`config.mk`:
```
export PLATFORM = sky130hd
export DESIGN_NAME = bcd_countdown_timer
export DESIGN_NICKNAME = d
export VERILOG_FILES = /design/src/rtl/bcd_countdown_timer.sv
export SDC_FILE = /design/constraint.sdc
export NUM_CORES = 1
export LEC_CHECK = 0
export CORE_ASPECT_RATIO = 1.4
export CORE_MARGIN = 4
export CORE_UTILIZATION = 30
export DETAILED_ROUTE_END_ITERATION = 7
export PLACE_DENSITY = 0.65
export SLEW_MARGIN = 25
export SYNTH_ARGS = -nofsm -noshare
export SYNTH_HDL_FRONTEND = slang
export SYNTH_SLANG_ARGS = --single-unit
```
`constraint.sdc`:
```
create_clock -name clk -period 1.21 [get_ports clk]
set_input_delay 0.121 -clock clk [delete_from_list [all_inputs] [get_ports clk]]
set_output_delay 0.121 -clock clk [all_outputs]
set_load 0.01 [all_outputs]
```
`src/rtl/bcd_countdown_timer.sv`:
```
// Two-digit BCD down-counter: loads a preset tens:units value, decrements once per
// prescaled tick while running, and parks at 00 with done raised.
module bcd_countdown_timer #(
  parameter int TICK_DIV = 1,
  parameter int MAX_TENS = 5
) (
  input  logic       clk,
  input  logic       reset,
  input  logic       load,
  input  logic [3:0] preset_tens,
  input  logic [3:0] preset_units,
  input  logic       start,
  output logic [3:0] tens,
  output logic [3:0] units,
  output logic       busy,
  output logic       done,
  output logic [1:0] dbg_state
);

  localparam int              PW         = $clog2(TICK_DIV) + 1;
  localparam logic [PW-1:0]   PRESC_LAST = PW'(TICK_DIV - 1);
  localparam logic [PW-1:0]   PRESC_ONE  = PW'(1);
  localparam logic [3:0]      TENS_MAX   = 4'(MAX_TENS);

  localparam logic [1:0] S_IDLE  = 2'd0;
  localparam logic [1:0] S_RUN   = 2'd1;
  localparam logic [1:0] S_PAUSE = 2'd2;
  localparam logic [1:0] S_DONE  = 2'd3;

  logic [1:0]    r_state;
  logic [3:0]    r_tens;
  logic [3:0]    r_units;
  logic [PW-1:0] r_presc;

  logic [3:0] w_load_tens;
  logic [3:0] w_load_units;
  logic       w_zero;
  logic       w_last;

  assign w_load_tens  = (preset_tens  > TENS_MAX) ? TENS_MAX : preset_tens;
  assign w_load_units = (preset_units > 4'd9)     ? 4'd9     : preset_units;
  assign w_zero       = (r_tens == 4'd0) && (r_units == 4'd0);
  // Value 01 is the only one whose decrement lands on 00.
  assign w_last       = (r_tens == 4'd0) && (r_units == 4'd1);

  always_ff @(posedge clk or posedge reset) begin
    if (reset) begin
      r_state <= S_IDLE;
      r_tens  <= 4'd0;
      r_units <= 4'd0;
      r_presc <= '0;
    end else if (load) begin
      r_state <= S_IDLE;
      r_tens  <= w_load_tens;
      r_units <= w_load_units;
      r_presc <= '0;
    end else begin
      case (r_state)
        S_IDLE: begin
          if (start) r_state <= w_zero ? S_DONE : S_RUN;
        end
        S_RUN: begin
          if (!start) begin
            r_state <= S_PAUSE;
          end else if (r_presc == PRESC_LAST) begin
            r_presc <= '0;
            if (r_units != 4'd0) begin
              r_units <= r_units - 4'd1;
            end else begin
              r_units <= 4'd9;
              r_tens  <= r_tens - 4'd1;
            end
            if (w_last) r_state <= S_DONE;
          end else begin
            r_presc <= r_presc + PRESC_ONE;
          end
        end
        S_PAUSE: begin
          if (start) r_state <= S_RUN;
        end
        S_DONE: begin
          r_state <= S_DONE;
        end
        default: r_state <= S_IDLE;
      endcase
    end
  end

  assign tens      = r_tens;
  assign units     = r_units;
  assign busy      = (r_state == S_RUN);
  assign done      = (r_state == S_DONE);
  assign dbg_state = r_state;

endmodule
```
* Word level (Yosys, flattened, before mapping) *
Index checks and enable logic that the tools add are counted.

storage, ports and cells
  bits in registers = 11
  input bits = 12
  output and inout port bits = 12

operators by class
  add/sub/neg operators = 3
  order comparisons = 2
  eq/ne operators = 10
  multiplexer cells = 24
  reduce and logical (&&, ||, !) cells = 12

operator list
  kind                                                   count
  2-to-1 mux 4 bit                                       12
  2-to-1 mux 2 bit                                       7
  logical NOT 4 bit                                      2
  one-hot mux 2 bit (4 select lines)                     1
  AND reduction 4 bit                                    2
  subtractor 4 x 1 -> 4 bit, second input constant       2
  inequality test 3 bit, second input constant           2
  == test 2 bit, second input constant                   2
  == test 4 x 1 -> 1 bit, second input constant          1
  > comparator 4 x 3 -> 1 bit, second input constant     1
  > comparator 4 bit, second input constant              1
  2-to-1 mux 1 bit                                       4
  inequality test 2 bit, second input constant           2
  inequality test 4 x 3 -> 1 bit, second input constant  1
  inequality test 4 bit, second input constant           1
  nonzero test 2 bit                                     2
  nonzero test 4 bit                                     1
  AND reduction 3 bit                                    1
  == test 2 x 1 -> 1 bit, second input constant          1
  logical AND 1 bit                                      2
  logical NOT 2 bit                                      1
  AND reduction 2 bit                                    1
  adder 1 bit, second input constant                     1

* Depth between registers and ports, before layout *
Gate-level depths: netlist of the first run.

  word-level depth = 7
  gate-level depth with buffers = 4
  mapped depth without buffers = 4

* Worst setup path before layout of the first run *
Ideal clock, no wire load.

  path type = register -> register
  start = reg r_units[0] (netlist: units[0])
  end = reg r_tens[3] (netlist: tens[3])
  setup time = 0.125 ns
  arrival = 1.188 ns
  data required time = 1.085 ns
  setup slack = -0.103 ns
  cell stages (with the launch flop) = 5
  path buffers = 1
  clock period less this slack = 1.313 ns
  path through = dfrtp_1 > and4bb_1 > buf_6 > nand3_4 > mux2_4

between the ends
  cells in the longest elaborated chain, start to end = 3

ends and longest elaborated chain
  what                             line  text
  start: declaration               32    logic [3:0] r_units;
  start signal: assignment         55    r_units <= w_load_units;
  start signal: assignment         68    r_units <= r_units - 4'd1;
  nonzero test 4 bit               67    if (r_units != 4'd0) begin
  inequality test 2 bit (no line)  -
  AND reduction 4 bit (no line)    -
  end signal: assignment           54    r_tens <= w_load_tens;
  end signal: assignment           71    r_tens <= r_tens - 4'd1;
  end: declaration                 31    logic [3:0] r_tens;

No other way between the ends.
A chain may end at the register's enable or synchronous reset.

* Worst setup path after layout of the first run *
  start = reg r_units[1] (netlist: units[1])
  end = reg r_tens[3] (netlist: tens[3])

The elaborated chain is that of the path after synthesis.

==> flow_summary.ini, run 1 <==
[synth]
synthDistinctLibCells = 35
ys_ff_latch = 10
yosysTopAreaCellShare_pct = 39.2
synth_top_family_by_area = simple AND/OR/NAND/NOR gates
async_flop_share_pct = 100
synth_compound_area_share_pct = 23.1
yosysMostFrequentCell = dfrtp_1
synth_fa_ha_area_share_pct = 1.96
yosysTopAreaCell = dfrtp_1
seq_area_frac_synth_pct = 39.2
syn_inst = 65
syn-num-nets = 78
synth-edff-count = 0
synthTopCellsByCount = 10 x dfrtp_1, 6 x inv_1, 5 x o21ai_0
yosys_warnings = 0
synthMuxAreaShare_pct = 3.92
syn_area_per_cell_sq_um = 9.82
synth-simple-area-share_pct = 25.7
ys.flop_type = dfrtp_1
yosys-top-cells-area = dfrtp_1 39%, o21ai_0 3.9%, inv_1 3.5%
syn_area_sq_um = 638
yosys.area_share.xor_xnor_pct = 0

[floorplanning]
coreArea_sq_um = 2000
rows = 19
die_area_sq_um = 2940
die_h_um = 62.6
io_pins = 24
initial_utilization_pct = 32.0
die_w_um = 47.0

[power]
vdd_drop_max_uv = 607
finalPower_w = 0.00104
p_leak_nw = 0.516
power_density_nw_per_um2 = 895

[cts]
root_buffer = clkbuf_4
clockBufferDepth = 2
hold_buffers = 0
h-tree-depth = 1
clkSinkCount = 10
clkTransAtPathRegs_ns = 0.07
clk_latency_ns = 0.27
cts_tree = built
cts_buffers = 3

[cells_and_area]
multi_input_area_sq_um = 395
antennaDiodeCount = 0
drive_gt1_share_pct = 39.1
area_growth_pct = 82.9
fill_cells = 173
nets = 129
regArea_sq_um = 251
stdcell_area_sq_um = 1170

[global_route]
grt_pass1_wl_mm = 3.12
grt.total_usage_pct = 14.3
grt_max_degree = 11
grt_pass1_vias = 741
gr-total-overflow = 0
antenna_found_initial = 0

[critical_path]
r2r_slack_ns = -0.13
r2r-end = tens[3]
cpPeakStageDelay_ns = 0.41
crit_arrival_ns = 1.50
startpoint_type = register
path_delay_family = flip-flops
crit_slowest_cell = dfrtp_1
r2r_cells = 4
crit_required_ns = 1.37
crit_type = reg2reg
r2r-start = units[1]
endpoint_kind = register
crit_chain = buf_6, nor3_4, nand3_4, mux2_4
cp_max_fo = 5
critPathBufInv = 1

[detailed_routing]
viasPerCell = 5.29
drt-pass1-iter-count = 4
wl_per_cell_um = 13.7
route.vias.total = 720
drc = 0
drt-total-wl_mm = 1.86
postRouteAntennaNets = 0
initialDrtViolationCount = 6

[timing]
setup_viol = 8
period_share_pct = 111
hold_viol = 0
slew_violations = 0
period_needed_ns = 1.34
timing.final.ws_setup_ns = -0.129
rsz0062_at_grt = true
maxSlewHeadroom_pct = 72.0
tightest_slew_ns = 0.409
max_freq_mhz = 747
fin_skew_ns = 0.000407
tns_ns = -0.620

[place]
portBuffers = 23
hpwl_mm = 1.35
place_area_sq_um = 1010
gp_congestion = 0.712

[outcome]
violations = negative setup slack
outcome = finished with violations

[run]
maxCapViolations = 0

[hold_path]
hold_class = in2async
registers in the layout, indices dropped and copies added, names as in the netlist:
name / count
dbg_state: 2
tens: 4
units: 4
how the worst max path moves through the flow:
stage / depth (start not counted) / from / end / slack, ns
floorplan: 4 / units[0] / tens[3] / -0.10
global placement: 4 / start / tens[3] / -0.29
detailed placement: 4 / start / tens[3] / -0.33
CTS: 5 / units[3] / tens[2] / -0.10
global route: 5 / units[1] / dbg_state[1] / -0.20
finish: 4 / units[1] / tens[3] / -0.13
report_power, final:
group | switching [W] | internal, W | total (W)
Sequential | 0.0000188 | 0.000358 | 0.000377
Combinational | 0.000146 | 0.000207 | 0.000353
Clock | 0.000131 | 0.000183 | 0.000314
per-stage QoR:
step | worst slack (ns) | instances | hold slack [ns] | util [%]
3_5_place_dp | -0.333 | 125 | 0.434 | 50.8
3_3_place_gp | -0.288 | 125 | 0.437 | 50.8
6_report | -0.129 | 136 | 0.131 | 58.5
2_1_floorplan | -0.103 | 65 | -0.0389 | -
5_1_grt | -0.201 | 136 | 0.164 | 58.5
4_1_cts | -0.105 | 135 | 0.140 | 57.1
layer usage:
metal  track usage, %  share of wire [%]  vias to the layer above
li1                 -                  -                      348
met1             15.5                 38                      354
met2             25.2                 57                       16
met3             2.59                4.6                        2
met4             6.23               0.75                        0
met5                0                  0                        -
placed cells by master (no fill, tap or decap), types with 2 or more instances in the layout:
cell type        instances
nor2_1                   2
buf_6                    9
nand3_1                  2
buf_4                   18
dfrtp_1                  9
dlygate4sd2_1            2
nand2_1                  3
clkbuf_4                 3
inv_1                    6
nor2b_1                  2
o21ai_0                  2
nand3b_1                 2
a31oi_1                  3
a21oi_1                  2
o21ai_1                  3
clkdlybuf4s50_1         11
clkdlybuf4s15_1          5
final cells by class:
cell class,count,area share (%)
Inverter,6,1.93
Sequential cell,10,21.5
Multi-Input combinational cell,47,33.9
Timing Repair Buffer,48,37.3
Clock buffer,4,3.11
Tap cell,21,2.25
kinds of logic (layout without fill, tap and decap cells):
group / count (synthesis) / after routing
buf+inv: 8 / 58
fa+ha+maj: 1 / 1
flops: 10 / 10
compound gates: 21 / 21
simple gates: 23 / 23
mux: 2 / 2
timing repair:
| item | 4_1_cts | 5_1_grt |
|---|---|---|
| setup endpoints to repair | 21 | 17 |
| pin swaps | 14 | 8 |
| gates cloned | 0 | 0 |
| resized for setup | 41 | 12 |
| setup buffers | 7 | 1 |
No activity file was read; power rests on OpenSTA's default activity.
==> run 2: changes to the inputs <==
--- a/config.mk
+++ b/config.mk
@@ -5,11 +5,11 @@
 export SDC_FILE = /design/constraint.sdc
 export NUM_CORES = 1
 export LEC_CHECK = 0
-export CORE_ASPECT_RATIO = 1.4
+export CORE_ASPECT_RATIO = 0.8
 export CORE_MARGIN = 4
 export CORE_UTILIZATION = 30
 export DETAILED_ROUTE_END_ITERATION = 7
-export PLACE_DENSITY = 0.65
+export PLACE_DENSITY = 0.64
 export SLEW_MARGIN = 25
 export SYNTH_ARGS = -nofsm -noshare
 export SYNTH_HDL_FRONTEND = slang
==> run 2 against run 1 <==
Compared with the run above:
- the flow still finishes with violations (negative setup slack)
- worst hold slack better by 0.0031 ns
- setup slack better by 0.049 ns
- non-clock buffer count is 5 lower
- sequential cell count stayed put
- combinational power is 9.9% lower
- clock-buffer cell count stayed put
- routed wire length is 13% lower
- register-to-register slack better by 0.05 ns
- critical endpoint unchanged
==> flow_summary.ini, run 2 (synthesis gave the netlist of run 1 again) <==
[detailed_routing]
postRouteAntennaNets = 0
initialDrtViolationCount = 4
drt-pass1-iter-count = 4
drc = 0
route.vias.total = 668
viasPerCell = 4.99
wl_per_cell_um = 12.1
drt-total-wl_mm = 1.62

[timing]
period_needed_ns = 1.29
setup_viol = 4
tns_ns = -0.123
slew_violations = 0
fin_skew_ns = 0.00936
tightest_slew_ns = 0.364
max_freq_mhz = 775
timing.final.ws_setup_ns = -0.0805
hold_viol = 0
period_share_pct = 107
holdWs_ns = 0.134
maxSlewHeadroom_pct = 75.1
rsz0062_at_grt = true

[power]
p_leak_nw = 0.478
p_sw_share_pct = 28.3
power_density_nw_per_um2 = 845
clockPowerShare_pct = 25.1
p_switching_w = 0.000264
p_seq_share_pct = 40.9
vdd_drop_max_uv = 563
internal-power_w = 0.000670
combPwrFrac_pct = 34.0

[cells_and_area]
fill_cells = 186
layout_common_cells = 18 x buf_4, 11 x clkdlybuf4s50_1, 8 x dfrtp_1
area_growth_pct = 73.1
nets = 124
antennaDiodeCount = 0
final_common_cell = buf_4
drive_gt1_share_pct = 38.2
finish.utilization_pct = 56.8

[outcome]
outcome = finished with violations
violations = negative setup slack

[global_route]
grt_use_met1_pct = 15.3
grt_pass1_vias = 664
busiest_layer = met2
gr-total-overflow = 0
grt_use_met3_pct = 4.76
met2_usage_pct = 19.3
grt_max_degree = 11
grt_pass1_wl_mm = 2.72
antenna_found_initial = 0
grt.total_usage_pct = 11.9

[floorplanning]
io_pins = 24
coreArea_sq_um = 1940
initial_utilization_pct = 32.8
die_w_um = 59.6
die_h_um = 49.3
die_area_sq_um = 2930
rows = 14

[place]
hpwl_mm = 1.33
portBuffers = 23
gp_congestion = 0.757

[cts]
clkSinkCount = 10
cts_tree = built
root_buffer = clkbuf_4
clockBufferDepth = 2
clkTransAtPathRegs_ns = 0.07
clk_latency_ns = 0.26
cts_buffers = 3
h-tree-depth = 1

[critical_path]
cp_max_fo = 8
crit_arrival_ns = 1.43
crit_type = reg2reg
startpoint_type = register
startpoint = units[0]
endpoint_kind = register
crit_required_ns = 1.35
r2r-start = units[0]

[hold_path]
hold_class = in2async

[run]
maxCapViolations = 0
run 2: cell types whose count changed in the layout (fill, tap and decap cells not counted), sizes merged:
cell | before | now
dlygate4sd2 | 2 | 5
clkdlybuf4s15 | 6 | 4
buf | 28 | 22
run 2: layout make-up:
cell class | count | area (sq um) | area share (%)
clock buffer | 4 | 26.3 | 2.38
inverter | 6 | 22.5 | 2.04
multi-input combinational | 47 | 399 | 36.1
sequential | 10 | 253 | 22.9
tap | 24 | 30.0 | 2.72
timing repair buffer | 43 | 374 | 33.9
run 2: worst paths after layout:
path	to	slack, ns	cells after the start
min in group clk	units[1]	0.42	3
setup / recovery	tens[3]	-0.08	3
hold / removal	units[2]	0.13	2
hold reg to reg	dbg_state[1]	0.60	3
max in group asynchronous	dbg_state[0]	0.78	2
setup reg to reg	tens[3]	-0.08	3
run 2: routing by layer:
layer | wire length [um] | up-vias
met3 | 114 | 0
met4 | 0 | 0
met2 | 732 | 21
met1 | 770 | 306
met5 | 0 | -
li1 | - | 341
run 2: power groups by stage:
stage | Combinational [W] | Sequential, W | Clock, W
6_report | 0.000318 | 0.000382 | 0.000235
5_1_grt | 0.000348 | 0.000383 | 0.000270
4_1_cts | 0.000309 | 0.000382 | 0.000248
3_5_place_dp | 0.000284 | 0.000389 | 0
3_3_place_gp | 0.000280 | 0.000388 | 0
2_1_floorplan | 0.0000962 | 0.000408 | 0
run 2: what timing repair did:
| item | CTS | global route |
|---|---|---|
| hold buffers | 0 | 0 |
| buffers inserted | 3 | 1 |
| setup endpoints to repair | 20 | 13 |
| gates cloned | 0 | 0 |
| pin swaps | 11 | 1 |
| gates resized for setup | 33 | 12 |
run 2: worst max-delay path: stages (launching register included):
cell	delay, ns
dfrtp_1	0.38
and4bb_4	0.42
nand3_4	0.08
mux2_4	0.29
run 2: per-stage QoR:
step	setup WS [ns]	cells	cell area, sq um	total power, W
after global placement	-0.315	126	1000	0.000669
after detailed placement	-0.329	126	1000	0.000673
final	-0.0805	134	1100	0.000934
after floorplan	-0.103	65	639	0.000504
after CTS	-0.0840	133	1090	0.000939
after global routing	-0.115	134	1100	0.00100
==> run 3: changes to the inputs <==
--- a/config.mk
+++ b/config.mk
@@ -10,7 +10,8 @@
 export CORE_UTILIZATION = 30
 export DETAILED_ROUTE_END_ITERATION = 7
 export PLACE_DENSITY = 0.64
-export SLEW_MARGIN = 25
+export SKIP_CTS_REPAIR_TIMING = 1
+export SKIP_LAST_GASP = 1
 export SYNTH_ARGS = -nofsm -noshare
 export SYNTH_HDL_FRONTEND = slang
 export SYNTH_SLANG_ARGS = --single-unit
==> run 3 against run 2 <==
Compared with the run above:
- the flow still finishes with violations (negative setup slack)
- sequential cell count stayed put
- die area unchanged
- worst hold slack is essentially flat
- routed wire length up 2.4%
- clock power barely moved
- utilization up 1.8 points
- first-iteration DRC count rose by 75%
- fmax shrank 5.1%
- global-route usage is 0.11 points lower
- critical path type unchanged
- critical endpoint is now tens[2]
==> flow_summary.ini, run 3 (synthesis gave the netlist of run 1 again) <==
[cts]
clkSinkCount = 10
cts_tree = built
clockBufferDepth = 2
h-tree-depth = 1
root_buffer = clkbuf_4
clkTransAtPathRegs_ns = 0.07
cts_buffers = 3
clk_latency_ns = 0.26

[cells_and_area]
area_growth_pct = 78.6
fill_cells = 178
drive_gt1_share_pct = 33.3
nets = 125
layout_common_cells = 18 x buf_4, 11 x clkdlybuf4s50_1, 11 x dlymetal6s2s_1
stdcell_area_sq_um = 1140
final_common_cell = buf_4
regArea_sq_um = 253
multi_input_area_sq_um = 387
finish.utilization_pct = 58.6
antennaDiodeCount = 0
fin_cells = 135

[critical_path]
startpoint_type = register
endpoint_kind = register
crit_arrival_ns = 1.49
r2r_cells = 5
cp_max_fo = 5
crit_required_ns = 1.33
crit_type = reg2reg

[place]
hpwl_mm = 1.33
gp_congestion = 0.757
post-place-cells = 126
portBuffers = 23
place_area_sq_um = 1000

[detailed_routing]
viasPerCell = 4.87
postRouteAntennaNets = 0
wl_per_cell_um = 12.3
drt-total-wl_mm = 1.66
wl_met3_um = 119
wl_met2_um = 770
route.vias.total = 658
wl_met1_um = 765
drt-pass1-iter-count = 4
drc = 0
initialDrtViolationCount = 7
routed.top_layer = met3

[power]
vdd_drop_max_uv = 542
p_leak_nw = 0.593
clockPowerShare_pct = 24.9
p_switching_w = 0.000261
power_density_nw_per_um2 = 825
finalPower_w = 0.000940
internal-power_w = 0.000679
p_sw_share_pct = 27.7
combPwrFrac_pct = 34.7
p_seq_share_pct = 40.5

[outcome]
outcome = finished with violations
violations = negative setup slack

[run]
maxCapViolations = 0

[timing]
tns_ns = -0.644
maxSlewHeadroom_pct = 74.3
timing.final.ws_setup_ns = -0.150
tightest_slew_ns = 0.376
setup_viol = 7
hold_viol = 0
max_freq_mhz = 735
rsz0062_at_grt = true
fin_skew_ns = 0.00800
slew_violations = 0
period_needed_ns = 1.36
period_share_pct = 112

[floorplanning]
die_area_sq_um = 2930
die_w_um = 59.6
io_pins = 24
rows = 14
coreArea_sq_um = 1940
die_h_um = 49.3
initial_utilization_pct = 32.8

[global_route]
grt_pass1_wl_mm = 2.70
grt_max_degree = 11
gr-total-overflow = 0
antenna_found_initial = 0
grt.total_usage_pct = 11.8
grt_pass1_vias = 647

[hold_path]
hold_class = in2async
## run 3: area by class of cell
| cell class | count | share of cell area, % |
|---|---|---|
| clock buffer | 4 | 2.31 |
| inverter | 6 | 1.98 |
| multi-input combinational | 47 | 33.9 |
| sequential | 10 | 22.2 |
| tap | 24 | 2.63 |
| timing repair buffer | 44 | 37.0 |
## run 3: worst max-delay path, cell delays in order (launching register included)
cell,delay [ns]
dfrtp_1,0.40
buf_6,0.13
nor3_4,0.31
buf_4,0.18
a31o_1,0.12
a31oi_1,0.09
## run 3: power by group through the flow
| stage | sequential [W] | combinational, W | clock, W |
|---|---|---|---|
| 3_3_place_gp | 0.000388 | 0.000280 | 0 |
| 3_5_place_dp | 0.000389 | 0.000284 | 0 |
| 6_report | 0.000380 | 0.000326 | 0.000234 |
| 4_1_cts | 0.000383 | 0.000286 | 0.000248 |
| 2_1_floorplan | 0.000408 | 0.0000962 | 0 |
| 5_1_grt | 0.000383 | 0.000356 | 0.000273 |
## run 3: metrics by stage
step | setup WS, ns | hold WS [ns]
6_report | -0.150 | 0.133
3_5_place_dp | -0.329 | 0.437
4_1_cts | -0.400 | 0.145
2_1_floorplan | -0.103 | -0.0389
5_1_grt | -0.226 | 0.156
3_3_place_gp | -0.315 | 0.436
## run 3: per-layer routing
metal  up-vias  GRT usage, %
met5         -             0
met4         0          1.11
met3         0          4.76
met2        17          18.5
met1       302          15.6
li1        339             -
## run 3: worst paths after layout
kind	from	endpoint	slack, ns
max in group asynchronous	reset	dbg_state[0]	0.78
min	reset	units[1]	0.13
max	units[2]	tens[2]	-0.15
min reg2reg	tens[3]	dbg_state[1]	0.60
min in group clk	preset_units[1]	units[1]	0.44
max reg2reg	units[2]	tens[2]	-0.15
